File: src/rtl/log_base_eight.sv
// log_base_eight
// ---------------------------------------------------------------------------
// Iterative decoder for the power-of-eight stream. It takes a WIDTH-bit value
// that should equal 8^n and returns n. Inputs that are zero or are not an
// exact power of eight are flagged as errors. The engine handles one value at
// a time and examines 3 bits per clock.
//
// Ports
//   i_clock        rising-edge clock
//   i_reset_async  asynchronous, active-high reset
//   i_status       input valid (sampled only while o_ready=1)
//   i_value        candidate power of eight
//   o_ready        engine idle and able to accept
//   o_status       one-cycle result-valid pulse
//   o_value        decoded exponent n; all ones on error
//   o_error        input was 0 or not an exact power of eight (qualified by
//                  o_status, held until the next result)
//   o_debug_state  current FSM state (0 = IDLE, 1 = SCAN)
//
// Handshake: a transfer occurs on a rising edge where o_ready=1 and
// i_status=1. While o_ready=0, i_status and i_value are ignored: data offered
// then is dropped, not queued, so the producer must hold it until o_ready
// returns. There is no back-pressure on the result side. o_status is a single
// cycle pulse, and o_value/o_error keep their last result between pulses.
// ---------------------------------------------------------------------------
module log_base_eight #(
  parameter int WIDTH     = 61,
  parameter int EXP_WIDTH = 5
) (
  input  logic                 i_clock,
  input  logic                 i_reset_async,
  input  logic                 i_status,
  input  logic [WIDTH-1:0]     i_value,
  output logic                 o_ready,
  output logic                 o_status,
  output logic [EXP_WIDTH-1:0] o_value,
  output logic                 o_error,
  output logic                 o_debug_state
);

  typedef enum logic {
    IDLE = 1'b0,
    SCAN = 1'b1
  } state_t;

  localparam logic [EXP_WIDTH-1:0] ERR_CODE = '1;
  localparam logic [WIDTH-1:0]     ONE      = {{(WIDTH-1){1'b0}}, 1'b1};

  state_t               state_q, state_d;
  logic [WIDTH-1:0]     shift_q, shift_d;
  logic [EXP_WIDTH-1:0] count_q, count_d;
  logic                 ready_d;
  logic                 status_d;
  logic [EXP_WIDTH-1:0] value_d;
  logic                 error_d;

  // The shift register has reduced to exactly 1: the input was 8^count.
  logic scan_hit;
  // Nothing left to scan, or a set bit below the next octal digit boundary:
  // the input cannot be an exact power of eight.
  logic scan_miss;

  assign scan_hit  = (shift_q == ONE);
  assign scan_miss = (shift_q == '0) || (shift_q[2:0] != 3'b000);

  // Next-state and output logic.
  always_comb begin
    state_d  = state_q;
    shift_d  = shift_q;
    count_d  = count_q;
    ready_d  = o_ready;
    status_d = 1'b0;
    value_d  = o_value;
    error_d  = o_error;

    case (state_q)
      IDLE: begin
        if (i_status) begin
          shift_d = i_value;
          count_d = '0;
          state_d = SCAN;
          ready_d = 1'b0;
        end
      end

      SCAN: begin
        // Exact match takes priority, so that a lone 1 in bit 0 is reported
        // as a valid exponent rather than as an error.
        if (scan_hit) begin
          value_d  = count_q;
          error_d  = 1'b0;
          status_d = 1'b1;
          state_d  = IDLE;
          ready_d  = 1'b1;
        end else if (scan_miss) begin
          value_d  = ERR_CODE;
          error_d  = 1'b1;
          status_d = 1'b1;
          state_d  = IDLE;
          ready_d  = 1'b1;
        end else begin
          // Low octal digit is zero: drop it and count one more factor of 8.
          // The count cannot exceed 20 for a 61-bit input.
          shift_d = shift_q >> 3;
          count_d = count_q + EXP_WIDTH'(1);
        end
      end

      default: begin
        state_d = IDLE;
        ready_d = 1'b1;
      end
    endcase
  end

  // State and output registers. A reset during SCAN discards the value being
  // decoded without producing a result pulse.
  always_ff @(posedge i_clock or posedge i_reset_async) begin
    if (i_reset_async) begin
      state_q  <= IDLE;
      shift_q  <= '0;
      count_q  <= '0;
      o_ready  <= 1'b1;
      o_status <= 1'b0;
      o_value  <= '0;
      o_error  <= 1'b0;
    end else begin
      state_q  <= state_d;
      shift_q  <= shift_d;
      count_q  <= count_d;
      o_ready  <= ready_d;
      o_status <= status_d;
      o_value  <= value_d;
      o_error  <= error_d;
    end
  end

  assign o_debug_state = (state_q == SCAN);

endmodule
File: config.mk
export PLATFORM = sky130hd
export DESIGN_NAME = log_base_eight
export DESIGN_NICKNAME = d
export VERILOG_FILES = /design/src/rtl/log_base_eight.sv
export SDC_FILE = /design/constraint.sdc
export NUM_CORES = 1
export LEC_CHECK = 0
export ABC_AREA = 1
export CAP_MARGIN = 20
export CORE_UTILIZATION = 30
export DETAILED_ROUTE_END_ITERATION = 10
export GPL_TIMING_DRIVEN = 0
export PLACE_DENSITY_LB_ADDON = 0.2
export SLEW_MARGIN = 20
export SYNTH_ARGS = -nofsm -noshare
export SYNTH_HDL_FRONTEND = slang
export SYNTH_SLANG_ARGS = --single-unit
File: constraint.sdc
create_clock -name i_clock -period 2.7 [get_ports i_clock]
set_input_delay 0.81 -clock i_clock [delete_from_list [all_inputs] [get_ports i_clock]]
set_output_delay 0.81 -clock i_clock [all_outputs]
set_load 0.03 [all_outputs]
==> run_results.csv <==
group,metric,value,unit
clock_tree,cts_sinks,75,
sta,final.setup.tns,0,ps
sta,rsz0062_at_grt,"false",
critical_path,path_cells,"clkdlybuf4s50_1",
pwr,peakVddDrop,0.000362,V
die,core,0.0128,mm2
critical_path,slowest_stage,"clkdlybuf4s50_1",
layout,fin_cells,849,
synthesis,synth_ff_type,"dfrtp_1",
clock_tree,cts_buffers,9,
clock_tree,htree_num_levels,3,
global_routing,track_usage,17.3,%
drt,drc,0,
drt,dr.pass1.iters,4,
clock_tree,cts_resized,0,
critical_path,crit_fanout,2,
clock_tree,cts_hold_buf,0,
die,dieArea,0.0137,mm2
drt,vias,3891,
critical_path,end_kind,"output port",
synthesis,syn_nets,652,
global_routing,grt_pass1_wl,18.4,mm
die,rows,41,
critical_path,arrival,1520,ps
pwr,cellPowerDensity,1140,mW/mm2
placement,dp_cells,833,
placement,globalplace.congestion,0.805,
drt,wl_per_cell,12.8,um
run,maxCapViolCount,0,
layout,drive_gt1_share,5.91,%
placement,port_buffers,72,
sta,setup_slack,369,ps
layout,diodes,0,
synthesis,yosysWarnings,0,
sta,hold_viol_final,0,
clock_tree,post-cts-setup-buffers,0,
critical_path,critical-path-max-stage-delay,660,ps
drt,wirelength,10.9,mm
global_routing,grt_max_degree,29,
global_routing,grt_antenna_before_repair,0,
global_routing,globalRouteMet2Util,28.3,%
min_path,hp-class,"reg2reg",
global_routing,grt_overflow,0,
placement,dp_hpwl,7.75,mm
sta,drv_slew,0,
synthesis,syn-mean-instance-area,6.78,um2
synthesis,synth_top_area_share,46.5,%
synthesis,yosys-top-cells-area,"dfrtp_1 (47%), nand2_1 (32%), nand3_1 (8.6%), nor2_1 (4.4%), buf_2 (1.5%)",
sta,worstMarginPinSlew,621,ps
global_routing,busiest_layer,"met2",
synthesis,synth_area,0.00398,mm2
synthesis,synth_seq_cells,75,
layout,multiInputGateArea,0.00190,mm2
run_status,outcome,"finished clean",
critical_path,worst-path-buf-inv,1,
pwr,p_leak,2.76,nW
synthesis,synth_async_sr_flop_share,100,%
synthesis,synthCells,587,
synthesis,synth-edff-count,0,
layout,fillerInstances,1371,
synthesis,ys_seq_area_share,47.2,%
critical_path,cp.required,1890,ps
critical_path,setup.worst_path.class,"reg2out",
clock_tree,clk_pin_slew,60,ps
sta,fmax,0.429,GHz
synthesis,synthTopCellsByCount,"nand2_1 (337), dfrtp_1 (74), nand3_1 (68)",
die,chipHeight,117,um
global_routing,grt_pass1_vias,3906,
synthesis,ys_types,21,
drt,vias_per_cell,4.58,
placement,dpl_worst_slack,317,ps
sta,period_share,86.3,%
clock_tree,cts_tree,"done",
drt,drt_iter0_markers,243,
global_routing,met3_usage,2.68,%
clock_tree,cts_buffer_depth,2,
layout,seqCellArea,0.00188,mm2
sta,finalSetupViolCount,0,
pwr,power,6.02,mW
clock_tree,clk_latency,330,ps
critical_path,cp_top_family,"buffers and inverters",
layout,final_core_util,41.4,%
synthesis,synth_most_common_cell,"nand2_1",
clock_tree,cts-root-buf,"clkbuf_16",
die,dieWidth,117,um
global_routing,use_met1,23.7,%
sta,maxSlewHeadroom,58.5,%
critical_path,startpoint_type,"register",
layout,layout-area-overhead-vs-synth,32.9,%
die,start_util,31.1,%
layout,nNetsFinal,737,
synthesis,synth_area_leader_cell,"dfrtp_1",
sta,fin_skew,7.41,ps
sta,min_period,2330,ps
die,io_pins,73,
drt,drtAntennaViolNets,0,
-- stage by stage --
step	area, um2	hold WS, ps
detailed placement	4960	464
floorplan	3980	469
global placement	4920	457
global route	5290	493
finish	5290	471
CTS	5290	474
-- state kept, by name, summed over array words and instances (netlist names) --
| register | count |
|---|---|
| count_q | 5 |
| o_status | 1 |
| o_value | 5 |
| shift_q | 61 |
| o_ready | 1 |
| o_debug_state | 1 |
| o_error | 1 |
-- cell usage in the layout (no fill, tap or decap), drive strengths merged --
master,n
xor2,2
nand2,338
nor3,1
nand3b,1
dfstp,1
buf,21
dfrtp,74
nor2,48
inv,7
clkinv,4
clkdlybuf4s50,72
clkinvlp,2
nand3,69
ha,1
a21oi,2
or2,1
o21ai,7
bufinv,2
clkbuf,24
-- power by group --
group	switching, mW	internal (mW)	total [mW]
sequential	0.392	1.65	2.04
clock	0.496	0.816	1.31
combinational	1.68	0.980	2.66
-- routing by layer --
metal	vias to the layer above	part of all wire (%)
met1	1821	49
met5	-	0
met3	7	3.8
li1	1988	-
met4	0	0.46
met2	75	47
-- kinds of logic after synthesis --
kind of cell               count (synthesis)  synth area share [%]
xor gates and xnor gates                   2                 0.440
buffers and inverters                     42                  5.09
adders and majority gates                  1                 0.314
DFF                                       75                  47.2
and+or+nand+nor                          458                  45.8
AOI/OAI and AO/OA                          9                  1.13
-- path summary, 6_finish.rpt --
kind	from	end	slack, ps	cells past startpoint
max	o_ready	o_ready	370	1
min	o_ready	o_ready	470	2
max reg2reg	o_debug_state	shift_q[10]	850	7
min reg2reg	o_ready	o_ready	470	2
max in group asynchronous	i_reset_async	shift_q[22]	1050	4
min in group asynchronous	i_reset_async	shift_q[46]	900	2
-- final cells by class --
type	count	share of cell area, %
multi-input combinational	470	35.9
sequential	75	35.5
timing repair buffer	74	14.4
clock buffer	9	4.26
tap	172	4.07
buffer	34	3.27
clock inverter	7	1.94
inverter	8	0.639
(Power assumes the default switching activity.)
